### src/rtl/mips_rf_pkg.sv
// Shared register-file types: write request record, grant source, and a
// helper that maps a destination register to its one-hot busy bit.
package mips_rf_pkg;

  localparam int REG_AW   = 5;
  localparam int DATA_W   = 32;
  localparam int NUM_REGS = 32;

  typedef struct packed {
    logic [REG_AW-1:0] wa;
    logic [DATA_W-1:0] wd;
    logic [DATA_W-1:0] pc;
  } wb_req_t;

  typedef enum logic [1:0] {
    GRANT_NONE,
    GRANT_PIPE,
    GRANT_HEAD
  } wb_grant_e;

  // $0 is hard-wired, so it never shows up as busy
  function automatic logic [NUM_REGS-1:0] regMask(input logic [REG_AW-1:0] wa);
    regMask     = '0;
    regMask[wa] = (wa != '0);
  endfunction

endpackage

### src/rtl/rf_wb_fifo.sv
// In-order queue of long-latency write requests with a per-register busy map
// built from the valid entries (driven to zero when BUSY_EN is clear).
module rf_wb_fifo
  import mips_rf_pkg::*;
#(
  parameter int DEPTH   = 2,
  parameter bit BUSY_EN = 1'b0
) (
  input  logic                clk_i,
  input  logic                rst_ni,
  input  logic                push_i,
  input  wb_req_t             push_data_i,
  input  logic                pop_i,
  output wb_req_t             head_o,
  output logic                full_o,
  output logic                empty_o,
  output logic [NUM_REGS-1:0] busy_o
);

  localparam int PTR_W = (DEPTH > 1) ? $clog2(DEPTH) : 1;

  logic [PTR_W-1:0] rdPtr_q, rdPtr_d;
  logic [PTR_W-1:0] wrPtr_q, wrPtr_d;
  logic [DEPTH-1:0] vld_q, vld_d;
  wb_req_t          mem_q [DEPTH];
  logic             pushEn;
  logic             popEn;

  function automatic logic [PTR_W-1:0] nextPtr(input logic [PTR_W-1:0] p);
    nextPtr = (p == PTR_W'(DEPTH - 1)) ? '0 : p + PTR_W'(1);
  endfunction

  assign full_o  = &vld_q;
  assign empty_o = ~|vld_q;
  assign head_o  = mem_q[rdPtr_q];
  assign pushEn  = push_i && !full_o;
  assign popEn   = pop_i && !empty_o;

  always_comb begin
    vld_d   = vld_q;
    rdPtr_d = rdPtr_q;
    wrPtr_d = wrPtr_q;
    if (pushEn) begin
      vld_d[wrPtr_q] = 1'b1;
      wrPtr_d        = nextPtr(wrPtr_q);
    end
    if (popEn) begin
      vld_d[rdPtr_q] = 1'b0;
      rdPtr_d        = nextPtr(rdPtr_q);
    end
  end

  always_ff @(posedge clk_i or negedge rst_ni) begin
    if (!rst_ni) begin
      vld_q   <= '0;
      rdPtr_q <= '0;
      wrPtr_q <= '0;
    end else begin
      vld_q   <= vld_d;
      rdPtr_q <= rdPtr_d;
      wrPtr_q <= wrPtr_d;
    end
  end

  // Payload storage is only meaningful under a valid bit, so it needs no reset
  always_ff @(posedge clk_i) begin
    if (pushEn) begin
      mem_q[wrPtr_q] <= push_data_i;
    end
  end

  generate
    if (BUSY_EN) begin : g_busy
      always_comb begin
        busy_o = '0;
        for (int i = 0; i < DEPTH; i++) begin
          if (vld_q[i]) begin
            busy_o = busy_o | regMask(mem_q[i].wa);
          end
        end
      end
    end else begin : g_no_busy
      assign busy_o = '0;
    end
  endgenerate

endmodule

### src/rtl/rf_wb_arbiter.sv
// GPR write-port arbiter: W stage has priority, long-latency results queue and
// force a one-cycle pipe stall after MAX_WAIT lost cycles. RF_WB_SCOREBOARD_EN enables ll_busy.
module rf_wb_arbiter
  import mips_rf_pkg::*;
#(
  parameter int DEPTH    = 2,
  parameter int MAX_WAIT = 4
) (
  input  logic                clk,
  input  logic                rst,
  input  logic                pipe_we,
  input  logic [REG_AW-1:0]   pipe_wa,
  input  logic [DATA_W-1:0]   pipe_wd,
  input  logic [DATA_W-1:0]   pipe_pc,
  output logic                pipe_stall,
  input  logic                ll_valid,
  output logic                ll_ready,
  input  logic [REG_AW-1:0]   ll_wa,
  input  logic [DATA_W-1:0]   ll_wd,
  input  logic [DATA_W-1:0]   ll_pc,
  output logic                rf_we,
  output logic [REG_AW-1:0]   rf_wa,
  output logic [DATA_W-1:0]   rf_wd,
  output logic [DATA_W-1:0]   rf_pc,
  output logic [NUM_REGS-1:0] ll_busy
);

  localparam int CNT_W = $clog2(MAX_WAIT + 1);

`ifdef RF_WB_SCOREBOARD_EN
  localparam bit SCOREBOARD_EN = 1'b1;
`else
  localparam bit SCOREBOARD_EN = 1'b0;
`endif

  logic [CNT_W-1:0] waitCnt_q, waitCnt_d;
  wb_req_t          llReq;
  wb_req_t          head;
  wb_grant_e        grant;
  logic             full;
  logic             empty;
  logic             pipeReq;
  logic             starve;
  logic             pop;

  assign llReq   = '{wa: ll_wa, wd: ll_wd, pc: ll_pc};
  assign pipeReq = pipe_we && (pipe_wa != '0);
  assign starve  = !empty && (waitCnt_q == CNT_W'(MAX_WAIT));

  rf_wb_fifo #(
    .DEPTH   (DEPTH),
    .BUSY_EN (SCOREBOARD_EN)
  ) u_fifo (
    .clk_i       (clk),
    .rst_ni      (rst),
    .push_i      (ll_valid && !full),
    .push_data_i (llReq),
    .pop_i       (pop),
    .head_o      (head),
    .full_o      (full),
    .empty_o     (empty),
    .busy_o      (ll_busy)
  );

  // The wait counter only advances while a queued head actually loses to the pipe
  always_comb begin
    grant     = GRANT_NONE;
    waitCnt_d = '0;
    if (starve) begin
      grant = GRANT_HEAD;
    end else if (pipeReq) begin
      grant = GRANT_PIPE;
      if (!empty) begin
        waitCnt_d = waitCnt_q + CNT_W'(1);
      end
    end else if (!empty) begin
      grant = GRANT_HEAD;
    end
  end

  always_ff @(posedge clk or negedge rst) begin
    if (!rst) begin
      waitCnt_q <= '0;
    end else begin
      waitCnt_q <= waitCnt_d;
    end
  end

  assign pop        = (grant == GRANT_HEAD);
  assign pipe_stall = starve;
  assign ll_ready   = !full;

  // Reset gates the write strobe so a held W-stage request cannot reach the RF
  assign rf_we = rst && ((grant == GRANT_PIPE) || (pop && (head.wa != '0)));
  assign rf_wa = pop ? head.wa : pipe_wa;
  assign rf_wd = pop ? head.wd : pipe_wd;
  assign rf_pc = pop ? head.pc : pipe_pc;

endmodule

### config.mk
export PLATFORM = sky130hd
export DESIGN_NAME = rf_wb_arbiter
export DESIGN_NICKNAME = d
export VERILOG_FILES = /design/src/rtl/mips_rf_pkg.sv /design/src/rtl/rf_wb_fifo.sv /design/src/rtl/rf_wb_arbiter.sv
export SDC_FILE = /design/constraint.sdc
export NUM_CORES = 1
export LEC_CHECK = 0
export BUFFER_PORTS_ARGS = -buffer_cell sky130_fd_sc_hd__buf_2
export CAP_MARGIN = 0
export CORE_AREA = 2 2 129 131
export CTS_CLUSTER_DIAMETER = 40
export DETAILED_ROUTE_END_ITERATION = 8
export DIE_AREA = 0 0 131 133
export GPL_ROUTABILITY_DRIVEN = 0
export PLACE_DENSITY = 0.76
export SLEW_MARGIN = 0
export SYNTH_ARGS = -nofsm -noshare
export SYNTH_HDL_FRONTEND = slang
export SYNTH_HIERARCHICAL = 1
export SYNTH_SLANG_ARGS = --single-unit
### constraint.sdc
create_clock -name clk -period 4.7 [get_ports clk]
set_input_delay 0.235 -clock clk [delete_from_list [all_inputs] [get_ports clk]]
set_output_delay 0.235 -clock clk [all_outputs]
set_load 0.01 [all_outputs]
After elaboration in Yosys (flattened, before gate mapping)
Memory sizes are Yosys's and may differ from the RTL's. Index checks and enable logic that the tools add are counted.

Register bits: 7. Bits in writable memories: 138. Word-level logic and storage cells: 52. Memories kept: 1.

$add $sub $neg: 3. Multiplexer cells: 19. Equal/unequal tests: 3. Magnitude comparators: 4. Reduce and logical (&&, ||, !) cells: 15. Bitwise operators: 3.

Memories: u_fifo.mem_q (words 2, bits a word 69, read ports 1, clocked after memory_dff 0, wr ports 1, RTL line rf_wb_fifo.sv:25) `wb_req_t mem_q [DEPTH];`.

Operators with widths (number): 32-bit 2-to-1 mux (2); 2-bit 2-to-1 mux (5); 5-bit nonzero test (2); 1-bit logical AND (9); 3-bit 2-to-1 mux (3); 1-bit 2-to-1 mux (6); 5-bit 2-to-1 mux (1); 1-bit by 2-bit < comparator with 1-bit output, second input constant (2); 3-bit by 1-bit adder with 3-bit output, second input constant (1); 3-bit equality test, second input constant (1); 1-bit adder, second input constant (2); 2-bit bitwise AND (1); 1-bit demux with 1-bit select (2); 2-bit by 1-bit equality test with 1-bit output, second input constant (1); 2-bit equality test, second input constant (1); 1-bit greater-or-equal comparator, second input constant (2); 2-bit NOT (1); 2-bit bitwise OR (1); 2-bit AND reduction (1); 2-bit OR reduction (1); 1-bit zero test (1); 1-bit logical OR (1).

Longest topological paths before layout
Gate-level depths: netlist (run 1).

Depth in word-level cells: 8. Gate-level depth with buffers: 9.

Hierarchy
Netlist (run 1), hierarchy kept.

Modules (own cells, without submodules): rf_wb_fifo (sequential area each 4244.1 um2, times used 1, area each 5753.0 um2, cells each 265); rf_wb_arbiter (sequential area each 75.1 um2, times used 1, area each 1478.9 um2, cells each 187).

Worst setup path after synthesis (run 1)
Ideal clock, no wire load.

Kind: register to register. From: register u_fifo.vld_q[0]. To: memory u_fifo/mem_q[0][0] (netlist name), enable pin. Data required time: 4196 ps. Path slack: 65 ps. Arrival: 4131 ps. Setup time: 504 ps. Stages on the path, launching flop included: 5. Path buffers: 0. Path through: dfrtp_1 > and2_1 > nor2b_1 > a21boi_0 > nor2b_1.

Word-level cells in the longest chain between the ends: 6.

Ends and longest elaborated chain: from (decl) (RTL line rf_wb_fifo.sv:24) `logic [DEPTH-1:0] vld_q, vld_d;`; from (signal assigned) (RTL line rf_wb_fifo.sv:59) `vld_q <= vld_d;`; 2-bit AND reduction * (RTL line rf_wb_fifo.sv:33) `assign full_o = &vld_q;`; net full (RTL line rf_wb_arbiter.sv:40) `logic full;`; 1-bit zero test * (RTL line rf_wb_fifo.sv:36, rf_wb_arbiter.sv:56); 1-bit logical AND (RTL line rf_wb_arbiter.sv:56) `.push_i (ll_valid && !full),`; 1-bit logical AND * (RTL line rf_wb_fifo.sv:36) `assign pushEn = push_i && !full_o;`; 1-bit 2-to-1 mux * (RTL line rf_wb_fifo.sv:67) `if (pushEn) begin`; 1-bit 2-to-1 mux (not written as such) * (RTL line rf_wb_fifo.sv:68) `mem_q[wrPtr_q] <= push_data_i;`; to (decl) (RTL line rf_wb_fifo.sv:25).

Mark *: on every way through the listed nets, which the timed path passes. The rest lies on a longest branch.

Worst setup path in the final report (run 1)
From: register u_fifo.vld_q[1]. To: output port rf_pc[13].

Word-level cells in the longest chain between the ends: 6. Elaborated cells on any way between the ends: 7.

Ends and longest elaborated chain: 2-bit OR reduction * (RTL line rf_wb_fifo.sv:34) `assign empty_o = ~|vld_q;`; 2-bit 2-to-1 mux (RTL line rf_wb_arbiter.sv:76) `end else if (!empty) begin`; 2-bit 2-to-1 mux (RTL line rf_wb_arbiter.sv:71) `end else if (pipeReq) begin`; 2-bit 2-to-1 mux * (RTL line rf_wb_arbiter.sv:69) `if (starve) begin`; 2-bit equality test * (RTL line rf_wb_arbiter.sv:89) `assign pop = (grant == GRANT_HEAD);`; 32-bit 2-to-1 mux * (RTL line rf_wb_arbiter.sv:97) `assign rf_pc = pop ? head.pc : pipe_pc;`; to (decl) (RTL line rf_wb_arbiter.sv:24) `output logic [DATA_W-1:0] rf_pc,`.

Mark *: on every way between the ends. The rest lies on a longest branch, timed or not.

==> results of run 1 <==
==> where the power goes <==
| part | leakage, nW | total [mW] | internal, mW | switching [mW] |
|---|---|---|---|---|
| logic | 2.24 | 2.01 | 1.05 | 0.954 |
| registers | 1.36 | 1.98 | 1.78 | 0.202 |
| clock network | 0.290 | 1.37 | 0.842 | 0.531 |
==> placed cells by master, fill, tap and decap left out, types with 2 or more instances in the layout <==
cell type        n
ha_1             2
a32o_1          69
buf_4            5
a21oi_1          2
bufinv_16        3
mux2_4          67
inv_6            4
dfrtp_1          6
clkinvlp_4       2
nor2b_1         66
dlygate4sd3_1   68
clkinv_4         4
conb_1          32
xnor2_1          2
clkbuf_16       17
inv_1            5
edfxtp_1       138
mux2_2           2
and2_1           2
buf_2          213
o21ai_0          2
nor3_1           2
==> how the worst min path moves through the flow <==
stage                                     to  slack (ns)  cells after the start
2_1_floorplan     u_fifo/rdPtr_q$_DFFE_PN0P_       -0.06                      0
3_3_place_gp          waitCnt_q[0]$_DFF_PN0_        0.08                      1
3_5_place_dp          waitCnt_q[0]$_DFF_PN0_        0.09                      1
4_1_cts        u_fifo/mem_q[1][40]$_DFFE_PP_     0.00002                      1
5_1_grt        u_fifo/mem_q[0][39]$_DFFE_PP_       0.006                      1
6_report       u_fifo/mem_q[1][40]$_DFFE_PP_        0.02                      1
==> flip-flops by register name, indices dropped and copies added (netlist names) <==
| register | flops |
|---|---|
| u_fifo/wrPtr_q | 1 |
| waitCnt_q | 3 |
| u_fifo/mem_q | 138 |
| u_fifo/rdPtr_q | 1 |
| u_fifo/vld_q | 2 |
==> cells by family (layout without fill, tap and decap cells) <==
group	count (synthesis)	in the layout
other cells	1	32
flops	145	145
buf+inv	75	323
mux	69	69
simple gates	78	78
xor+xnor	3	3
fa+ha+maj	2	2
compound gates	79	79
==> cell type report <==
cell class / count / area [sq um] / area share
sequential: 145 / 4320 / 0.455
multi-input combinational: 263 / 2480 / 0.262
tap: 220 / 275 / 0.0290
timing repair buffer: 286 / 1780 / 0.188
inverter: 5 / 18.8 / 0.00198
clock inverter: 14 / 179 / 0.0188
clock buffer: 18 / 429 / 0.0452
==> worst register-to-register path, stage by stage (launching register included) <==
cell      delay (ns)
dfrtp_1         0.45
and2_1          0.22
nor2b_1         0.22
a21boi_0        0.44
nor2b_4         0.22
buf_4           0.76
==> metal layers <==
layer | up-vias | GRT usage
met1 | 2386 | 0.205
met2 | 227 | 0.338
li1 | 2234 | -
met3 | 37 | 0.0437
met4 | 0 | 0.0887
met5 | - | 0
==> through the flow <==
stage	worst slack, ns	hold slack (ns)	std cells	instance area (sq um)	util
detailed placement	1.52	0.0900	851	8200	0.507
global route	0.826	0.00637	951	9490	0.587
finish	1.05	0.0214	951	9490	0.587
CTS	1.03	0.0000202	951	9490	0.587
floorplan	0.0647	-0.0606	483	7350	-
global placement	1.74	0.0795	851	8200	0.507
==> what timing repair did <==
item / in CTS / in global routing
endpoints found under the hold margin: 139 / 0
gates resized for setup: 0 / 0
hold buffers: 68 / 0
==> impl_metrics.ini, run 1 <==
[setup_path]
critical_path_class = register to output pin
reg2reg_slack_ns = 1.97
crit_chain = nor2_4 > nand3b_1 > a21o_2 > buf_4 > a32o_1 > buf_2
crit_cells = 6
critical_path.endpoint = rf_pc[13]
cpPeakStageDelay_ns = 0.67
r2r_start = u_fifo/vld_q[0]$_DFF_PN0_
cpLargestDelayFamily = simple AND/OR/NAND/NOR gates
end_kind = output pin
cp_data_arrival_time_ns = 3.41
path_max_fanout = 36
startpoint_type = register
crit_path_top_delay_cell = nor2_4
r2r_end = u_fifo/mem_q[0][61]$_DFFE_PP_
crit_path_start = u_fifo/vld_q[1]$_DFF_PN0_
cp.required_ns = 4.47
worstRegToRegCells = 5
critPathBufInv = 2

[synthesis]
synth_top_family_by_area = multiplexers
post-synth-top-area-cell = edfxtp_1
syn_area_sq_mm = 0.00723
netlist_instances = 452
synth_compound_area_frac = 0.105
netlist_top_cells_area = edfxtp_1 57%, mux2_4 14%, a32o_1 9.6%
ys_seq_area_frac = 0.597
synth-simple-area-share = 0.0675
synth_mux_area_frac = 0.142
synth_edf_count = 138
synth.top_cell.area_share = 0.573
yosys_warnings = 6
synthXorXnorAreaFrac = 0.00363
synthFlopType = edfxtp_1
synthAdderAreaFrac = 0.00346
synthTopCellsByCount = 138 x edfxtp_1, 69 x a32o_1, 67 x mux2_4, 67 x nor2b_1, 33 x buf_4
synth.most_common_cell = edfxtp_1
async_flop_share = 0.0483
ys_ff_latch = 145
syn_area_per_cell_sq_um = 16.0
synth.distinct_cells = 33

[clock_tree]
root_buffer = clkbuf_16
clock_latency_ns = 0.42
clockBufferDepth = 2
cts_setup_buffers = 0
numClockSinks = 145
clk_pin_slew_ns = 0.06
cts_tree = yes
htreeDepth = 4
cts_buffers = 17

[floorplan]
die_h_um = 133
core-area_sq_mm = 0.0162
io_pins = 246
die_area_sq_mm = 0.0174
start_util = 0.447
num_rows = 47
fp.dieW_um = 131

[sta]
fin_tns_setup_ns = 0
hold_viol = 0
max_freq_mhz = 274
skew_ns = 0.00699
rsz0062_at_grt = no
setup_viol = 0
maxSlewViolCount = 0
finalCritPeriodShare = 0.776
relSlewSlack = 0.126
tightest_slew_ns = 1.31
final.min_clock_period_ns = 3.65

[cells_and_area]
drive_gt1_frac = 0.443
fillers = 1249
syn_to_final_growth_pct = 31.3
diodes = 0
nNetsFinal = 862

[global_route]
grt_usage = 0.188
overflow = 0
grt_antenna_before_repair = 0
grt_pass1_wl_um = 24700
grt_max_degree = 75
grt_pass1_vias = 5037

[detailed_routing]
wl_met1_um = 6490
drc = 0
ant_nets = 0
drt_iter0_drc = 240
routed_wl_um = 16400
wl_met3_um = 967
vias = 4884
routedWlPerCell_um = 17.3
drt_first_pass_iters = 4
met2_length_um = 8590
vias_per_cell = 5.14
maxUsedRoutingLayer = met4

[place]
port-buffer-count = 213
place_hpwl_um = 10200

[power]
power.density_mw_per_mm2 = 565
peakVddDrop_mv = 0.352
power_mw = 5.36
leakagePower_nw = 3.88

[job]
maxCapViolCount = 0

[run_status]
outcome = finished, final reports clean

[worst_hold_path]
holdCritStartpoint = ll_wd[8]
worstHoldPathType = primary input to register
(Power assumes the default switching activity.)
==> run 2, diff against run 1 <==
Clock period 4.7 ns to 3.2 ns, I/O delays scaled along.
==> impl_metrics.ini, run 2 (synthesis results as in run 1) <==
[clock_tree]
cts_tree = yes
htreeDepth = 4
clockBufferDepth = 2
cts-resized-gates = 0
cts_setup_buffers = 0
clock_latency_ns = 0.42
numClockSinks = 145
clk_pin_slew_ns = 0.06
root_buffer = clkbuf_16
cts_buffers = 17

[job]
maxCapViolCount = 0

[floorplan]
die_area_sq_mm = 0.0174
fp.dieW_um = 131
start_util = 0.447
die_h_um = 133
num_rows = 47
io_pins = 246
core-area_sq_mm = 0.0162

[cells_and_area]
syn_to_final_growth_pct = 32.9
postLayoutCoreUtil = 0.594
finish.instance_area_sq_mm = 0.00961
drive_gt1_frac = 0.448
layout_commonest_cell = buf_2
reg.largest.list = u_fifo/mem_q: 138 flops, waitCnt_q: 3 flops, u_fifo/vld_q: 2 flops
final_cell_mix = 213 x buf_2, 138 x edfxtp_1, 70 x dlygate4sd3_1
fillers = 1249
largest_register_ffs = 138
nNetsFinal = 870
regMostFlops = u_fifo/mem_q
diodes = 0

[detailed_routing]
drt_iter0_drc = 248
vias = 4970
drc = 0
drt_first_pass_iters = 4
vias_per_cell = 5.18
met2_length_um = 8960
maxUsedRoutingLayer = met4
wl_met3_um = 821
wl_met1_um = 6680
routed_wl_um = 16900
routedWlPerCell_um = 17.7
ant_nets = 0

[sta]
fin_ws_ns = 0.186
tightest_slew_ns = 0.765
setup_viol = 0
final.min_clock_period_ns = 3.01
finalCritPeriodShare = 0.942
skew_ns = 0.0126
maxSlewViolCount = 0
hold_viol = 0
relSlewSlack = 0.490
max_freq_mhz = 332
rsz0062_at_grt = no
fin_tns_setup_ns = 0

[setup_path]
worstRegToRegCells = 5
cp_data_arrival_time_ns = 2.85
crit_chain = nor2_4 > or4_2 > buf_12 > a32o_1 > buf_2
startpoint_type = register
path_max_fanout = 45
cpPeakStageDelay_ns = 0.97
end_kind = output pin
cp.required_ns = 3.04
reg2reg_slack_ns = 0.72
critical_path_class = register to output pin
crit_path_top_delay_cell = or4_2
r2r_end = u_fifo/mem_q[1][31]$_DFFE_PP_
cpLargestDelayFamily = simple AND/OR/NAND/NOR gates
critPathBufInv = 2
r2r_start = u_fifo/vld_q[0]$_DFF_PN0_

[worst_hold_path]
worstHoldPathType = primary input to asynchronous set/reset pin

[global_route]
grt_max_degree = 75
grt_pass1_wl_um = 25200
grt_pass1_vias = 5069
overflow = 0
grt_usage = 0.191
grt_antenna_before_repair = 0

[power]
peakVddDrop_mv = 0.403
power_mw = 7.96
leakagePower_nw = 3.93
power.density_mw_per_mm2 = 829

[place]
place_hpwl_um = 10800
port-buffer-count = 213
dpl_worst_slack_ns = 0.502
place_area_sq_mm = 0.00829

[run_status]
outcome = finished, final reports clean
[run 2: timing repair]
item,in CTS,in global routing
endpoints found under the setup margin,0,69
hold endpoints to repair,145,0
hold buffers,70,0
[run 2: metal layers]
metal	vias to the layer above	GRT usage
li1	2263	-
met1	2463	0.208
met2	206	0.348
met3	38	0.0412
met4	0	0.0904
met5	-	0
[run 2: worst max path at each step]
stage | endpoint | from | depth (start not counted) | slack, ns
after floorplan | u_fifo/mem_q[1][0]$_DFFE_PP_ | u_fifo/vld_q[0]$_DFF_PN0_ | 4 | 0.06
after global placement | rf_pc[2] | u_fifo/vld_q[1]$_DFF_PN0_ | 6 | 0.64
after detailed placement | rf_pc[28] | u_fifo/vld_q[1]$_DFF_PN0_ | 6 | 0.50
after CTS | rf_pc[28] | u_fifo/vld_q[1]$_DFF_PN0_ | 6 | 0.04
after global routing | rf_wd[20] | u_fifo/vld_q[1]$_DFF_PN0_ | 5 | 0.11
final | rf_wd[23] | u_fifo/vld_q[0]$_DFF_PN0_ | 5 | 0.19
[run 2: stage by stage]
step,std cells,hold WS (ns)
2_1_floorplan,483,-0.136
3_3_place_gp,856,0.00550
3_5_place_dp,856,0.0131
4_1_cts,958,0.124
5_1_grt,959,0.152
6_report,959,0.149
[run 2: area by class of cell]
| class | instances | area, sq um | area share |
|---|---|---|---|
| sequential | 145 | 4320 | 0.450 |
| tap | 220 | 275 | 0.0286 |
| timing repair buffer | 293 | 1890 | 0.197 |
| inverter | 5 | 18.8 | 0.00195 |
| multi-input combinational | 264 | 2490 | 0.259 |
| clock buffer | 18 | 429 | 0.0447 |
| clock inverter | 14 | 181 | 0.0189 |
[run 2: where the power goes]
group	internal (mW)	switching (mW)	total [mW]
clock	1.24	0.793	2.03
combinational	1.60	1.56	3.15
sequential	2.60	0.174	2.78
==> run 3, diff against run 2 <==
Settings changed: CTS_BUF_LIST set to sky130_fd_sc_hd__clkbuf_16, SETUP_SLACK_MARGIN set to 0.2.
==> impl_metrics.ini, run 3 (synthesis results as in run 1) <==
[setup_path]
path_max_fanout = 38
end_kind = output pin
cp.required_ns = 3.04
reg2reg_slack_ns = 0.81
startpoint_type = register
critical_path_class = register to output pin
crit_cells = 6
critPathBufInv = 2
crit_path_top_delay_cell = dfrtp_1
cpLargestDelayFamily = simple AND/OR/NAND/NOR gates
cpPeakStageDelay_ns = 0.46
cp_data_arrival_time_ns = 2.61
crit_chain = nor2_4 > nand3b_1 > a21o_2 > buf_4 > a32o_1 > buf_2
worstRegToRegCells = 5

[global_route]
overflow = 0
grt_max_degree = 70
grt_antenna_before_repair = 3
grt_pass1_vias = 4814
grt_usage = 0.183
grt_pass1_wl_um = 24100

[sta]
hold_viol = 0
skew_ns = 0.00823
max_freq_mhz = 362
finalCritPeriodShare = 0.864
setup_viol = 0
relSlewSlack = 0.632
fin_ws_ns = 0.434
final.min_clock_period_ns = 2.77
worst_hold_slack_ns = 0.139
rsz0062_at_grt = no
tightest_slew_ns = 0.552
maxSlewViolCount = 0
fin_tns_setup_ns = 0

[cells_and_area]
drive_gt1_frac = 0.445
reg.largest.list = u_fifo/mem_q: 138 flops, waitCnt_q: 3 flops, u_fifo/vld_q: 2 flops
final_cell_mix = 213 x buf_2, 138 x edfxtp_1, 70 x dlygate4sd3_1
layout_commonest_cell = buf_2
largest_register_ffs = 138
finish.instance_area_sq_mm = 0.00961
nNetsFinal = 870
regMostFlops = u_fifo/mem_q
final_cells = 961
syn_to_final_growth_pct = 32.8
multi_input_area_sq_mm = 0.00248
postLayoutCoreUtil = 0.594
fillers = 1268
layout.area.seq_sq_mm = 0.00432

[clock_tree]
clock_latency_ns = 0.41
clk_pin_slew_ns = 0.06
cts_tree = yes
root_buffer = clkbuf_16
cts_buffers = 17
numClockSinks = 145
clockBufferDepth = 2
htreeDepth = 4

[detailed_routing]
vias_per_cell = 5.02
drt_iter0_drc = 269
drt_first_pass_iters = 5
ant_nets = 0
routed_wl_um = 15900
drc = 0
vias = 4823
routedWlPerCell_um = 16.6

[place]
dpl_worst_slack_ns = 0.811
placed_cells = 857
place_hpwl_um = 10700
port-buffer-count = 213
place_area_sq_mm = 0.00827

[floorplan]
fp.dieW_um = 131
die_h_um = 133
io_pins = 246
start_util = 0.447
die_area_sq_mm = 0.0174
core-area_sq_mm = 0.0162
num_rows = 47

[power]
peakVddDrop_mv = 0.433
leakagePower_nw = 3.95
power.density_mw_per_mm2 = 826
power_mw = 7.93

[worst_hold_path]
worstHoldPathType = primary input to asynchronous set/reset pin

[run_status]
outcome = finished, final reports clean

[job]
maxCapViolCount = 0
## run 3: cell count changes in the layout (fill, tap and decap cells not counted), moves of 3 or more
| cell | previous run | this run |
|---|---|---|
| inv_6 | 3 | 0 |
| clkinv_2 | 0 | 5 |
| clkinv_4 | 4 | 0 |
| buf_4 | 6 | 9 |
## run 3: worst register-to-register path, stage by stage, from the launching register on
cell      delay [ns]
dfrtp_1         0.45
and2_1          0.20
nor2b_1         0.17
a21boi_0        0.39
and2_4          0.54
buf_12          0.32
## run 3: repair_timing
item                                   CTS  global route
endpoints found under the hold margin  145             0
buffers inserted                         0             0
hold buffers                            70             0
gates resized for setup                  0             0
## run 3: layout make-up
type                    instances  area share
flip-flops and latches        145       0.450
multi-input cells             263       0.259
repair buffers                294       0.195
clock buffers                  17      0.0443
well taps                     220      0.0287
clock inverters                15      0.0210
inverters                       5     0.00195
diodes                          2    0.000521
## run 3: per-layer routing
| layer | global-route usage | routed length [um] |
|---|---|---|
| met1 | 0.209 | 6110 |
| met2 | 0.325 | 8290 |
| met3 | 0.0493 | 1150 |
| met4 | 0.0680 | 359 |
| met5 | 0 | 13 |
## run 3: final timing paths
| path | start | to |
|---|---|---|
| max | u_fifo/vld_q[1]$_DFF_PN0_ | rf_pc[14] |
| max reg2reg | u_fifo/vld_q[0]$_DFF_PN0_ | u_fifo/mem_q[1][13]$_DFFE_PP_ |
| min reg2reg | waitCnt_q[0]$_DFF_PN0_ | waitCnt_q[0]$_DFF_PN0_ |
| min in group clk | ll_valid | u_fifo/vld_q[1]$_DFF_PN0_ |
| min | rst | u_fifo/rdPtr_q$_DFFE_PN0P_ |
| max in group asynchronous | rst | u_fifo/rdPtr_q$_DFFE_PN0P_ |
## run 3: where the power goes
group | total [mW] | internal (mW) | leakage [nW] | switching [mW]
Sequential | 2.83 | 2.60 | 1.36 | 0.229
Combinational | 3.02 | 1.58 | 2.28 | 1.44
Clock | 2.08 | 1.36 | 0.312 | 0.718
Total | 7.93 | 5.55 | 3.95 | 2.39
